## src/rtl/gray_serial_dec_pkg.sv

```systemverilog
// gray_dec_pkg: shared FSM state, counter sizing and Gray reference decode for gray_serial_dec.
package gray_dec_pkg;

   typedef enum logic [1:0] {IDLE, SHIFT, HOLD} state_e;

   function automatic int cnt_width(input int n);
      return $clog2(n + 2);
   endfunction

   function automatic logic [63:0] gray2bin(input logic [63:0] g, input int n);
      logic [63:0] b;
      b = '0;
      for (int i = n - 1; i >= 0; i--) b[i] = g[i] ^ ((i == n - 1) ? 1'b0 : b[i + 1]);
      return b;
   endfunction

endpackage

```

## src/rtl/gray_serial_dec_if.sv

```systemverilog
// gray_serial_dec_if: serial Gray input beat and decoded word output handshake bundle.
interface gray_serial_dec_if #(parameter int N = 8);

   logic          clr;
   logic          in_valid;
   logic          in_bit;
   logic          in_ready;
   logic          out_valid;
   logic          out_ready;
   logic [N-1:0]  dout;
   logic [N-1:0]  dout_gray;
   logic          parity_err;
   logic          busy;

   modport master (
      output clr, in_valid, in_bit, out_ready,
      input  in_ready, out_valid, dout, dout_gray, parity_err, busy
   );

   modport slave (
      input  clr, in_valid, in_bit, out_ready,
      output in_ready, out_valid, dout, dout_gray, parity_err, busy
   );

endinterface

```

## src/rtl/gray_serial_dec_out_reg.sv

```systemverilog
// gray_dec_out_reg: holds a completed word until the consumer retires it; clr drops valid only.
module gray_dec_out_reg #(
   parameter int N = 8
) (
   input  logic          clk,
   input  logic          rst_n,
   input  logic          clr_i,
   input  logic          load_i,
   input  logic          ready_i,
   input  logic          perr_i,
   input  logic [N-1:0]  bin_i,
   input  logic [N-1:0]  gray_i,
   output logic          valid_o,
   output logic          perr_o,
   output logic [N-1:0]  dout_o,
   output logic [N-1:0]  gray_o
);

   logic          valid_q, valid_d;
   logic          perr_q, perr_d;
   logic [N-1:0]  dout_q, dout_d;
   logic [N-1:0]  gray_q, gray_d;

   always_comb begin
      valid_d = clr_i ? 1'b0 : (load_i || (valid_q && !ready_i));
      perr_d  = load_i ? perr_i : perr_q;
      dout_d  = load_i ? bin_i : dout_q;
      gray_d  = load_i ? gray_i : gray_q;
   end

   always_ff @(posedge clk or negedge rst_n) begin
      if (!rst_n) begin
         valid_q <= 1'b0;
         perr_q  <= 1'b0;
         dout_q  <= '0;
         gray_q  <= '0;
      end else begin
         valid_q <= valid_d;
         perr_q  <= perr_d;
         dout_q  <= dout_d;
         gray_q  <= gray_d;
      end
   end

   assign valid_o = valid_q;
   assign perr_o  = perr_q;
   assign dout_o  = dout_q;
   assign gray_o  = gray_q;

endmodule

```

## src/rtl/gray_serial_dec.sv

```systemverilog
// gray_serial_dec: bit-serial MSB-first Gray-to-binary decoder with a valid/ready word output.
// Define GRAY_SERIAL_PARITY_EN to expect a trailing even-parity bit after every N Gray bits.
module gray_serial_dec
   import gray_dec_pkg::*;
#(
   parameter int N = 8
) (
   input  logic             clk,
   input  logic             rst_n,
   gray_serial_dec_if.slave bus
);

   localparam int CW = cnt_width(N);

   state_e         state_q, state_d;
   logic [CW-1:0]  cnt_q, cnt_d;
   logic [N-1:0]   gray_q, gray_d;
   logic [N-1:0]   bin_q, bin_d;
   logic           run_q, run_d;
   logic           accept, first, last, load, b, data_bit, perr;

`ifdef GRAY_SERIAL_PARITY_EN
   localparam int BEATS = N + 1;
   logic par_q, par_d;
   assign data_bit = (state_q != SHIFT) || (cnt_q < CW'(N));
   assign par_d    = (accept && !bus.clr) ? ((par_q && !first) ^ bus.in_bit) : par_q;
   assign perr     = par_d;
   always_ff @(posedge clk or negedge rst_n) begin
      if (!rst_n) par_q <= 1'b0;
      else        par_q <= par_d;
   end
`else
   localparam int BEATS = N;
   assign data_bit = 1'b1;
   assign perr     = 1'b0;
`endif

   assign bus.in_ready = (state_q != HOLD) || bus.out_ready;
   assign bus.busy     = state_q == SHIFT;
   assign accept       = bus.in_valid && bus.in_ready;
   assign first        = state_q != SHIFT;
   assign last         = (state_q == SHIFT) && (cnt_q == CW'(BEATS - 1));
   assign load         = accept && last && !bus.clr;
   // first bit of a word decodes against an implicit 0 above the MSB
   assign b            = bus.in_bit ^ (run_q && !first);

   always_comb begin
      state_d = state_q;
      cnt_d   = cnt_q;
      gray_d  = gray_q;
      bin_d   = bin_q;
      run_d   = run_q;
      if (bus.clr) begin
         state_d = IDLE;
         cnt_d   = '0;
      end else if (accept) begin
         gray_d  = data_bit ? {gray_q[N-2:0], bus.in_bit} : gray_q;
         bin_d   = data_bit ? {bin_q[N-2:0], b} : bin_q;
         run_d   = data_bit ? b : run_q;
         state_d = last ? HOLD : SHIFT;
         cnt_d   = last ? '0 : (first ? CW'(1) : cnt_q + CW'(1));
      end else if (state_q == HOLD && bus.out_ready) begin
         state_d = IDLE;
      end
   end

   always_ff @(posedge clk or negedge rst_n) begin
      if (!rst_n) begin
         state_q <= IDLE;
         cnt_q   <= '0;
         gray_q  <= '0;
         bin_q   <= '0;
         run_q   <= 1'b0;
      end else begin
         state_q <= state_d;
         cnt_q   <= cnt_d;
         gray_q  <= gray_d;
         bin_q   <= bin_d;
         run_q   <= run_d;
      end
   end

   gray_dec_out_reg #(.N(N)) u_out (
      .clk     (clk),
      .rst_n   (rst_n),
      .clr_i   (bus.clr),
      .load_i  (load),
      .ready_i (bus.out_ready),
      .perr_i  (perr),
      .bin_i   (bin_d),
      .gray_i  (gray_d),
      .valid_o (bus.out_valid),
      .perr_o  (bus.parity_err),
      .dout_o  (bus.dout),
      .gray_o  (bus.dout_gray)
   );

endmodule
```

## src/flat_wrapper.sv

```systemverilog
// flat-port wrapper written by rule: the top's interface ports become plain ports
module gray_serial_dec_flat import gray_dec_pkg::*;
#(
   parameter int N = 8
)
  (clk, rst_n, bus_clr, bus_in_valid, bus_in_bit, bus_out_ready, bus_in_ready, bus_out_valid, bus_dout, bus_dout_gray, bus_parity_err, bus_busy);
  gray_serial_dec_if #(.N(N)) bus_i ();
  input  logic clk;
  input  logic rst_n;
  input wire logic [$bits(bus_i.clr)-1:0] bus_clr;
  input wire logic [$bits(bus_i.in_valid)-1:0] bus_in_valid;
  input wire logic [$bits(bus_i.in_bit)-1:0] bus_in_bit;
  input wire logic [$bits(bus_i.out_ready)-1:0] bus_out_ready;
  output wire logic [$bits(bus_i.in_ready)-1:0] bus_in_ready;
  output wire logic [$bits(bus_i.out_valid)-1:0] bus_out_valid;
  output wire logic [$bits(bus_i.dout)-1:0] bus_dout;
  output wire logic [$bits(bus_i.dout_gray)-1:0] bus_dout_gray;
  output wire logic [$bits(bus_i.parity_err)-1:0] bus_parity_err;
  output wire logic [$bits(bus_i.busy)-1:0] bus_busy;
  assign bus_i.clr = bus_clr;
  assign bus_i.in_valid = bus_in_valid;
  assign bus_i.in_bit = bus_in_bit;
  assign bus_i.out_ready = bus_out_ready;
  assign bus_in_ready = bus_i.in_ready;
  assign bus_out_valid = bus_i.out_valid;
  assign bus_dout = bus_i.dout;
  assign bus_dout_gray = bus_i.dout_gray;
  assign bus_parity_err = bus_i.parity_err;
  assign bus_busy = bus_i.busy;
  gray_serial_dec #(.N(N)) u_core (.clk(clk), .rst_n(rst_n), .bus(bus_i));
endmodule
```

## config.mk

```make
export PLATFORM = sky130hd
export DESIGN_NAME = gray_serial_dec_flat
export DESIGN_NICKNAME = d
export VERILOG_FILES = /design/src/rtl/gray_serial_dec_pkg.sv /design/src/rtl/gray_serial_dec_if.sv /design/src/rtl/gray_serial_dec_out_reg.sv /design/src/rtl/gray_serial_dec.sv /design/src/flat_wrapper.sv
export SDC_FILE = /design/constraint.sdc
export NUM_CORES = 1
export LEC_CHECK = 0
export BUFFER_PORTS_ARGS = -buffer_cell sky130_fd_sc_hd__buf_2
export CAP_MARGIN = 20
export CORE_MARGIN = 2
export CORE_UTILIZATION = 53
export CTS_CLUSTER_DIAMETER = 120
export DETAILED_ROUTE_END_ITERATION = 10
export HOLD_SLACK_MARGIN = 0.08
export PLACE_DENSITY_LB_ADDON = 0.2
export SLEW_MARGIN = 20
export SYNTH_ARGS = -nofsm -noshare
export SYNTH_HDL_FRONTEND = slang
export SYNTH_SLANG_ARGS = --single-unit
```

## constraint.sdc

```tcl
create_clock -name clk -period 5.27 [get_ports clk]
set_input_delay 0.527 -clock clk [delete_from_list [all_inputs] [get_ports clk]]
set_output_delay 0.527 -clock clk [all_outputs]
set_load 0.01 [all_outputs]
```

==> results.ini, run 1 <==
[run_status]
outcome = complete, no violations

[cts]
cts_root_buffer = clkbuf_4
clock_path_buffers = 2
cts_sinks = 38
htreeDepth = 2
cts_setup_buffers = 0
insertion_delay_ps = 340
post_cts_resized = 0
cts_tree = built
clkSlewWorstSetupHoldPaths_ps = 110
cts_buffers = 5
holdBufCountCts = 0

[synth]
yosysSeqAreaShare_pct = 57.8
yosysUniqueCellTypes = 35
ys.flop_type = dfrtp_1
synth_area_per_cell_sq_um = 15.5
synthesis.nets = 113
synth.largest_area_cell = dfrtp_1
synthCells = 106
syn-cell-area_sq_um = 1650
async_reset_ff_share_pct = 100
synth_edf_count = 0
yosysTopAreaCellShare_pct = 57.8
post-synth-top-count-cell = dfrtp_1
ys_top_cells_by_area = dfrtp_1 (58%), mux2_2 (14%), mux2_4 (8.2%), buf_6 (1.4%), a32o_1 (1.2%)
yosys_warnings = 0
synth-seq-cells = 38
ys_top_cells_by_count = dfrtp_1 (38), mux2_2 (21), mux2_4 (9)

[detailed_routing]
wirelength_mm = 2.54
route.detailed.wl_per_inst_um = 15.2
drt_first_iter_violations = 53
antenna_left = 0
drt_pass1_iterations = 4
viasPerCell = 5.46
routed-via-count = 912
drc_errors = 0

[placed_design]
place.gp.congestion = 0.765
portBuffers = 24
hpwl_mm = 1.76

[timing]
setup-violations-final = 0
rsz0062_at_grt = false
final-hold-violation-count = 0
slew_headroom_pct = 38.8
skew_ps = 11.6
finalCriticalPeriod_ps = 2210
slew_viol_final = 0
holdWs_ps = 271
fin_crit_sh_pct = 41.9
tns_ps = 0
fmax_mhz = 453
worst_pin_slew_ps = 918

[power_and_ir_drop]
p_per_area_nw_per_um2 = 342
vdd.ir_drop.worst_uv = 240
power.leakage_nw = 0.931
design_power_total_mw = 0.627

[min_path]
hold_path_class = in2async

[critical_path]
cp.arrival_ps = 2430
path_class = reg2reg
critPathLaunchType = flop
r2r_slack_ps = 3060
crit_path_max_fanout = 17
worstPathRequired_ps = 5500
r2r_cells = 4
endpoint_kind = flop

[finish]
nets = 140
areaGrowthSynthToFinish_pct = 11.5
ff_latch_area_sq_um = 951
layout-drive-gt1-share_pct = 52.2
fillers = 244
diodes = 0
multi_input_area_sq_um = 641

[global_route]
grt_first_pass_wirelength_mm = 4.35
grt_usage_pct = 16.8
grt_max_degree = 39
grt-ovfl-total = 0
antenna_found_initial = 0
grt_pass1_vias = 951

[floorplan]
core_area_sq_um = 3000
die_y_um = 59.7
rows = 20
fp.dieW_um = 59.7
die-area_sq_um = 3570
start_util_pct = 54.8
io_pins = 26

[flow_run]
cap_violations = 0

[cells in the final DEF (no fill, tap or decap), types with 2 or more instances in the layout]
master	count
buf_2	24
mux2_4	9
clkinv_2	2
mux2_2	21
a32o_1	2
nand2_1	2
nor2b_1	2
dfrtp_1	38
and3b_1	2
clkbuf_4	5
nor2_1	2
[flip-flops by register name, summed over array words and instances (netlist names)]
| register | flops |
|---|---|
| u_core.u_out.gray_o | 8 |
| u_core.cnt_q | 4 |
| u_core.state_q | 2 |
| u_core.bin_q | 7 |
| u_core.u_out.dout_o | 8 |
| u_core.u_out.valid_o | 1 |
| u_core.run_q | 1 |
| u_core.gray_q | 7 |
[final timing paths]
| path | endpoint | start |
|---|---|---|
| min in group clk | u_core.state_q[1]$_DFFE_PN0P_ | bus_clr |
| hold / removal | u_core.cnt_q[2]$_DFFE_PN0P_ | rst_n |
| hold reg to reg | u_core.u_out.valid_o$_DFF_PN0_ | u_core.u_out.valid_o$_DFF_PN0_ |
| setup reg to reg | u_core.u_out.gray_o[7]$_DFFE_PN0P_ | u_core.cnt_q[0]$_DFFE_PN0P_ |
| max in group asynchronous | u_core.bin_q[6]$_DFF_PN0_ | rst_n |
| setup / recovery | u_core.u_out.gray_o[7]$_DFFE_PN0P_ | u_core.cnt_q[0]$_DFFE_PN0P_ |
[cell families after synthesis]
family,share of synthesized area (%)
flip-flops,57.8
multiplexers,23.2
AND/OR/NAND/NOR,9.05
AO/OA/AOI/OAI,5.17
buffers and inverters,3.27
adder cells (fa/ha/maj),0.760
other,0.228
XOR/XNOR,0.532
[metrics by stage]
step	cell area (sq um)	setup slack, ps	cells	utilization, %
floorplan	1650	3580	106	-
global placement	1760	2990	159	58.5
detailed placement	1760	2940	159	58.5
CTS	1830	3050	167	61.1
global route	1830	2950	167	61.1
finish	1830	3060	167	61.1
[metal layers]
layer | vias to the layer above | GRT usage [%] | routed length [um]
met4 | 0 | 6.67 | 43
li1 | 441 | - | -
met1 | 444 | 22.0 | 1160
met2 | 23 | 25.8 | 1200
met3 | 4 | 5.63 | 137
met5 | - | 0 | 0
[cell type report]
cell class	instances	area share [%]
clock inverter	3	2.18
sequential	38	51.8
multi-input combinational	63	34.9
inverter	1	0.205
clock buffer	5	2.05
tap	33	2.25
timing repair buffer	24	6.55
[report_power, final]
group / switching (mW) / total (mW) / internal, mW
clock: 0.0902 / 0.188 / 0.0983
combinational: 0.0262 / 0.0682 / 0.0420
sequential: 0.0325 / 0.370 / 0.337
total: 0.149 / 0.627 / 0.478
[worst max-delay path, cell delays in order (launching register included)]
cell and delay [ps]:
dfrtp_1 410, ha_1 230, and3b_1 220, and4bb_1 820
mux2_2 410
(Power assumes the default switching activity.)
==> run 2, diff against run 1 <==
Settings changed: CORE_UTILIZATION 53 to 49.
Clock period 5.27 ns to 1.8 ns, I/O delays scaled along.
==> results.ini, run 2 (synthesis results as in run 1) <==
[run_status]
outcome = complete, no violations

[timing]
holdWs_ps = 130
rsz0062_at_grt = false
finalCriticalPeriod_ps = 1710
setup-violations-final = 0
skew_ps = 9.56
fin_crit_sh_pct = 95.1
fmax_mhz = 584
tns_ps = 0
final-hold-violation-count = 0
slew_viol_final = 0
setup_slack_ps = 87.3

[finish]
mostFrequentLayoutCells = dfrtp_1 (38), buf_2 (24), mux2_2 (21), mux2_4 (9), clkbuf_4 (5)
nets = 146
areaGrowthSynthToFinish_pct = 18.5
layout-drive-gt1-share_pct = 54.3
final_common_cell = dfrtp_1
diodes = 0
final_area_sq_um = 1950
stdcell_count = 186
fillers = 287

[floorplan]
die-area_sq_um = 3840
die_y_um = 61.9
rows = 21
io_pins = 26
start_util_pct = 50.1
core_area_sq_um = 3280
fp.dieW_um = 61.9

[detailed_routing]
wirelength_mm = 2.59
route.detailed.wl_per_inst_um = 13.9
routed-via-count = 968
drc_errors = 0
drt_pass1_iterations = 4
viasPerCell = 5.20
antenna_left = 0
drt_first_iter_violations = 38

[cts]
cts_root_buffer = clkbuf_4
htreeDepth = 2
cts_buffers = 5
cts_tree = built
cts_sinks = 38
clkSlewWorstSetupHoldPaths_ps = 110
insertion_delay_ps = 340
clock_path_buffers = 2

[critical_path]
endpoint_kind = flop
crit_path_max_fanout = 15
cp.arrival_ps = 1940
worstPathRequired_ps = 2030
path_class = in2reg
r2r_start = u_core.cnt_q[1]$_DFFE_PN0P_
critPathLaunchType = primary input
reg2reg_to = u_core.u_out.gray_o[3]$_DFFE_PN0P_
r2r_cells = 5
r2r_slack_ps = 90

[power_and_ir_drop]
vdd.ir_drop.worst_uv = 563
switching_share_pct = 21.6
p_seq_share_pct = 53.1
comb_power_share_pct = 10.1
p_per_area_nw_per_um2 = 1040
switchingPower_mw = 0.438
power.leakage_nw = 0.971
p_clk_share_pct = 36.7
internal_power_mw = 1.59

[min_path]
hold_end = u_core.run_q$_DFFE_PN0P_
min_path_cells = 2
hold_path_class = in2reg
min_from = bus_in_bit

[placed_design]
dp.cells = 175
hpwl_mm = 1.69
placed_area_sq_um = 1810
place.gp.congestion = 0.683
portBuffers = 24
place_ws_ps = 50.1

[global_route]
grt-ovfl-total = 0
grt_max_degree = 39
grt_pass1_vias = 927
antenna_found_initial = 0
grt_first_pass_wirelength_mm = 4.39
grt_usage_pct = 16.0

[flow_run]
cap_violations = 0

[run 2: power by group through the flow]
stage / logic (mW) / registers (mW) / clock network (mW)
floorplan: 0.159 / 1.07 / 0
global placement: 0.195 / 1.09 / 0
detailed placement: 0.203 / 1.10 / 0
CTS: 0.208 / 1.08 / 0.762
global route: 0.229 / 1.10 / 0.805
finish: 0.205 / 1.08 / 0.744
[run 2: what timing repair did]
item | CTS | global route
setup endpoints to repair | 0 | 13
hold buffers | 2 | 0
resized for setup | 0 | 2
setup buffers | 0 | 1
endpoints found under the hold margin | 39 | 0
[run 2: area by class of cell]
class,count,area (sq um),share of cell area (%)
clock buffers,6,51.3,2.63
clock inverters,2,60.1,3.08
inverters,1,3.75,0.193
multi-input cells,63,643,33.0
flip-flops and latches,38,951,48.8
well taps,46,57.6,2.95
repair buffers,30,183,9.37
[run 2: worst max-delay path: stages]
cell and delay, ps:
dlygate4sd3_1 530, buf_2 140, nand2b_2 220, and4bb_2 350
buf_12 170, mux2_2 340
[run 2: worst max path at each step]
| stage | to | start |
|---|---|---|
| floorplan | u_core.u_out.dout_o[0]$_DFFE_PN0P_ | u_core.cnt_q[0]$_DFFE_PN0P_ |
| global placement | u_core.u_out.dout_o[7]$_DFFE_PN0P_ | u_core.cnt_q[0]$_DFFE_PN0P_ |
| detailed placement | u_core.u_out.gray_o[3]$_DFFE_PN0P_ | u_core.cnt_q[0]$_DFFE_PN0P_ |
| CTS | u_core.u_out.gray_o[3]$_DFFE_PN0P_ | u_core.cnt_q[0]$_DFFE_PN0P_ |
| global route | u_core.u_out.gray_o[3]$_DFFE_PN0P_ | u_core.cnt_q[0]$_DFFE_PN0P_ |
| finish | u_core.u_out.gray_o[3]$_DFFE_PN0P_ | bus_clr |
[run 2: routing by layer]
metal | up-vias | track usage [%] | share of wire (%)
met1 | 487 | 21.5 | 48
met3 | 4 | 6.21 | 4.3
li1 | 455 | - | -
met2 | 22 | 23.4 | 46
met4 | 0 | 6.38 | 1.4
met5 | - | 0 | 0
[run 2: through the flow]
step	util [%]	total power, mW
2_1_floorplan	-	1.23
3_3_place_gp	55.0	1.28
3_5_place_dp	55.0	1.30
4_1_cts	59.0	2.05
5_1_grt	59.4	2.13
6_report	59.4	2.02
==> run 3, diff against run 2 <==
Settings changed: ABC_AREA set to 1, CORE_UTILIZATION 49 to 45.
==> results.ini, run 3 <==
[synth]
synthesis.nets = 212
synthCells = 205
synth-seq-cells = 38
yosys_warnings = 0
ys.flop_type = dfrtp_1
ys_top_cells_by_area = dfrtp_1 (54%), nand2_1 (19%), o21bai_1 (6.8%), inv_1 (5.1%), buf_6 (3.2%)
async_reset_ff_share_pct = 100
post-synth-top-count-cell = nand2_1
synth_area_per_cell_sq_um = 8.65
syn-cell-area_sq_um = 1770
yosysTopAreaCellShare_pct = 53.6
ys_top_cells_by_count = nand2_1 (92), dfrtp_1 (38), inv_1 (24)
yosysSeqAreaShare_pct = 53.6
synth_edf_count = 0
yosysUniqueCellTypes = 23
synth.largest_area_cell = dfrtp_1

[finish]
diodes = 0
layout-drive-gt1-share_pct = 18.1
fillers = 358
final_common_cell = nand2_1
final_area_sq_um = 2010
areaGrowthSynthToFinish_pct = 13.5
utilization_pct = 54.1
nets = 238
mostFrequentLayoutCells = nand2_1 (92), dfrtp_1 (38), inv_1 (24), buf_2 (24), o21bai_1 (16)

[timing]
skew_ps = 8.80
fmax_mhz = 651
final-hold-violation-count = 0
slew_viol_final = 0
tns_ps = 0
setup-violations-final = 0
fin_crit_sh_pct = 85.3
rsz0062_at_grt = false
finalCriticalPeriod_ps = 1540

[critical_path]
critical-path-max-stage-delay_ps = 410
crit_slowest_cell = dfrtp_1
crit_chain = ha_1 > nand2_1 > nand3b_4 > nor2_8 > nand2_1 > nand2_1
r2r_cells = 6
worstSetupStartpoint = u_core.cnt_q[0]$_DFFE_PN0P_
r2r_slack_ps = 260
worstPathRequired_ps = 2030
cp.arrival_ps = 1760
endpoint_kind = flop
critPathLaunchType = flop
worst_path_dominant_cell_family = simple AND/OR/NAND/NOR gates
reg2reg_to = u_core.u_out.dout_o[7]$_DFFE_PN0P_
crit_path_max_fanout = 17
path_depth = 6
cp_common_cell = nand2_1
critPathBufInv = 0
r2r_start = u_core.cnt_q[0]$_DFFE_PN0P_
path_class = reg2reg

[detailed_routing]
antenna_left = 0
drt_pass1_iterations = 4
viasPerCell = 4.66
routed-via-count = 1305
drt_first_iter_violations = 114
drc_errors = 0
wirelength_mm = 3.24
route.detailed.wl_per_inst_um = 11.6

[placed_design]
portBuffers = 24
hpwl_mm = 2.15
place.gp.congestion = 0.799
placed_area_sq_um = 1910

[global_route]
grt_max_degree = 39
grt-ovfl-total = 0
grt_first_pass_wirelength_mm = 5.62
grt_usage_pct = 17.0
grt_pass1_vias = 1261
antenna_found_initial = 0

[floorplan]
fp.dieW_um = 66.8
core_area_sq_um = 3720
start_util_pct = 47.7
rows = 22
die_y_um = 66.8
io_pins = 26
die-area_sq_um = 4460

[flow_run]
cap_violations = 0

[cts]
clock_path_buffers = 2
cts_buffers = 5
cts_root_buffer = clkbuf_8
cts_sinks = 38
insertion_delay_ps = 290
post_cts_resized = 0
cts_tree = built
clkSlewWorstSetupHoldPaths_ps = 80
htreeDepth = 2

[power_and_ir_drop]
design_power_total_mw = 1.80
power.leakage_nw = 1.08
vdd.ir_drop.worst_uv = 627
p_per_area_nw_per_um2 = 895

[min_path]
min_path_cells = 3
hold_end = u_core.u_out.gray_o[0]$_DFFE_PN0P_
min_from = bus_in_bit
hold_path_class = in2reg

[run_status]
outcome = complete, no violations

run 3: cell type report:
cell class              instances  area [sq um]  area share (%)
flip-flops and latches         38           951            47.3
multi-input cells             133           651            32.3
clock inverters                 2          12.5           0.622
repair buffers                 27           158            7.84
inverters                      26          97.6            4.85
clock buffers                   6          82.6            4.10
well taps                      48          60.1            2.99
run 3: metrics by stage:
| step | setup WS (ps) | hold WS, ps | cells |
|---|---|---|---|
| final | 265 | 126 | 280 |
| after global routing | 95.7 | 134 | 280 |
| after CTS | 241 | 122 | 280 |
| after detailed placement | 274 | 161 | 271 |
| after global placement | 301 | 165 | 271 |
| after floorplan | 480 | -116 | 205 |
run 3: cell families after synthesis:
| kind of cell | Yosys count | synth area share, % |
|---|---|---|
| compound gates | 22 | 8.47 |
| fa+ha+maj | 1 | 0.706 |
| buf+inv | 34 | 9.67 |
| flops | 38 | 53.6 |
| other cells | 1 | 0.212 |
| simple gates | 109 | 27.3 |
run 3: timing repair:
| action | in CTS | in global routing |
|---|---|---|
| hold endpoints to repair | 38 | 0 |
| buffers inserted | 0 | 0 |
| hold buffers | 1 | 0 |
run 3: worst max-delay path by stage:
stage,to,slack [ps]
after floorplan,u_core.u_out.dout_o[0]$_DFFE_PN0P_,480
after global placement,u_core.u_out.dout_o[6]$_DFFE_PN0P_,300
after detailed placement,u_core.u_out.dout_o[7]$_DFFE_PN0P_,270
after CTS,u_core.u_out.dout_o[7]$_DFFE_PN0P_,240
after global routing,u_core.u_out.gray_o[5]$_DFFE_PN0P_,100
final,u_core.u_out.dout_o[7]$_DFFE_PN0P_,260
run 3: where the power goes:
group	internal, mW	switching, mW	total, mW	leakage (nW)
sequential	0.938	0.0596	0.997	0.454
combinational	0.0764	0.120	0.196	0.579
clock	0.308	0.301	0.608	0.0472
run 3: layer usage:
layer	GRT usage, %	vias to the layer above	share of wire, %
met1	21.1	595	48
met4	5.61	0	1.2
met2	27.9	30	47
met3	5.57	6	4.5
met5	0	-	0
li1	-	674	-
run 3: worst min-delay path, stage by stage:
cell	delay (ps)
buf_2	100
nand2_1	50
nand2_1	50
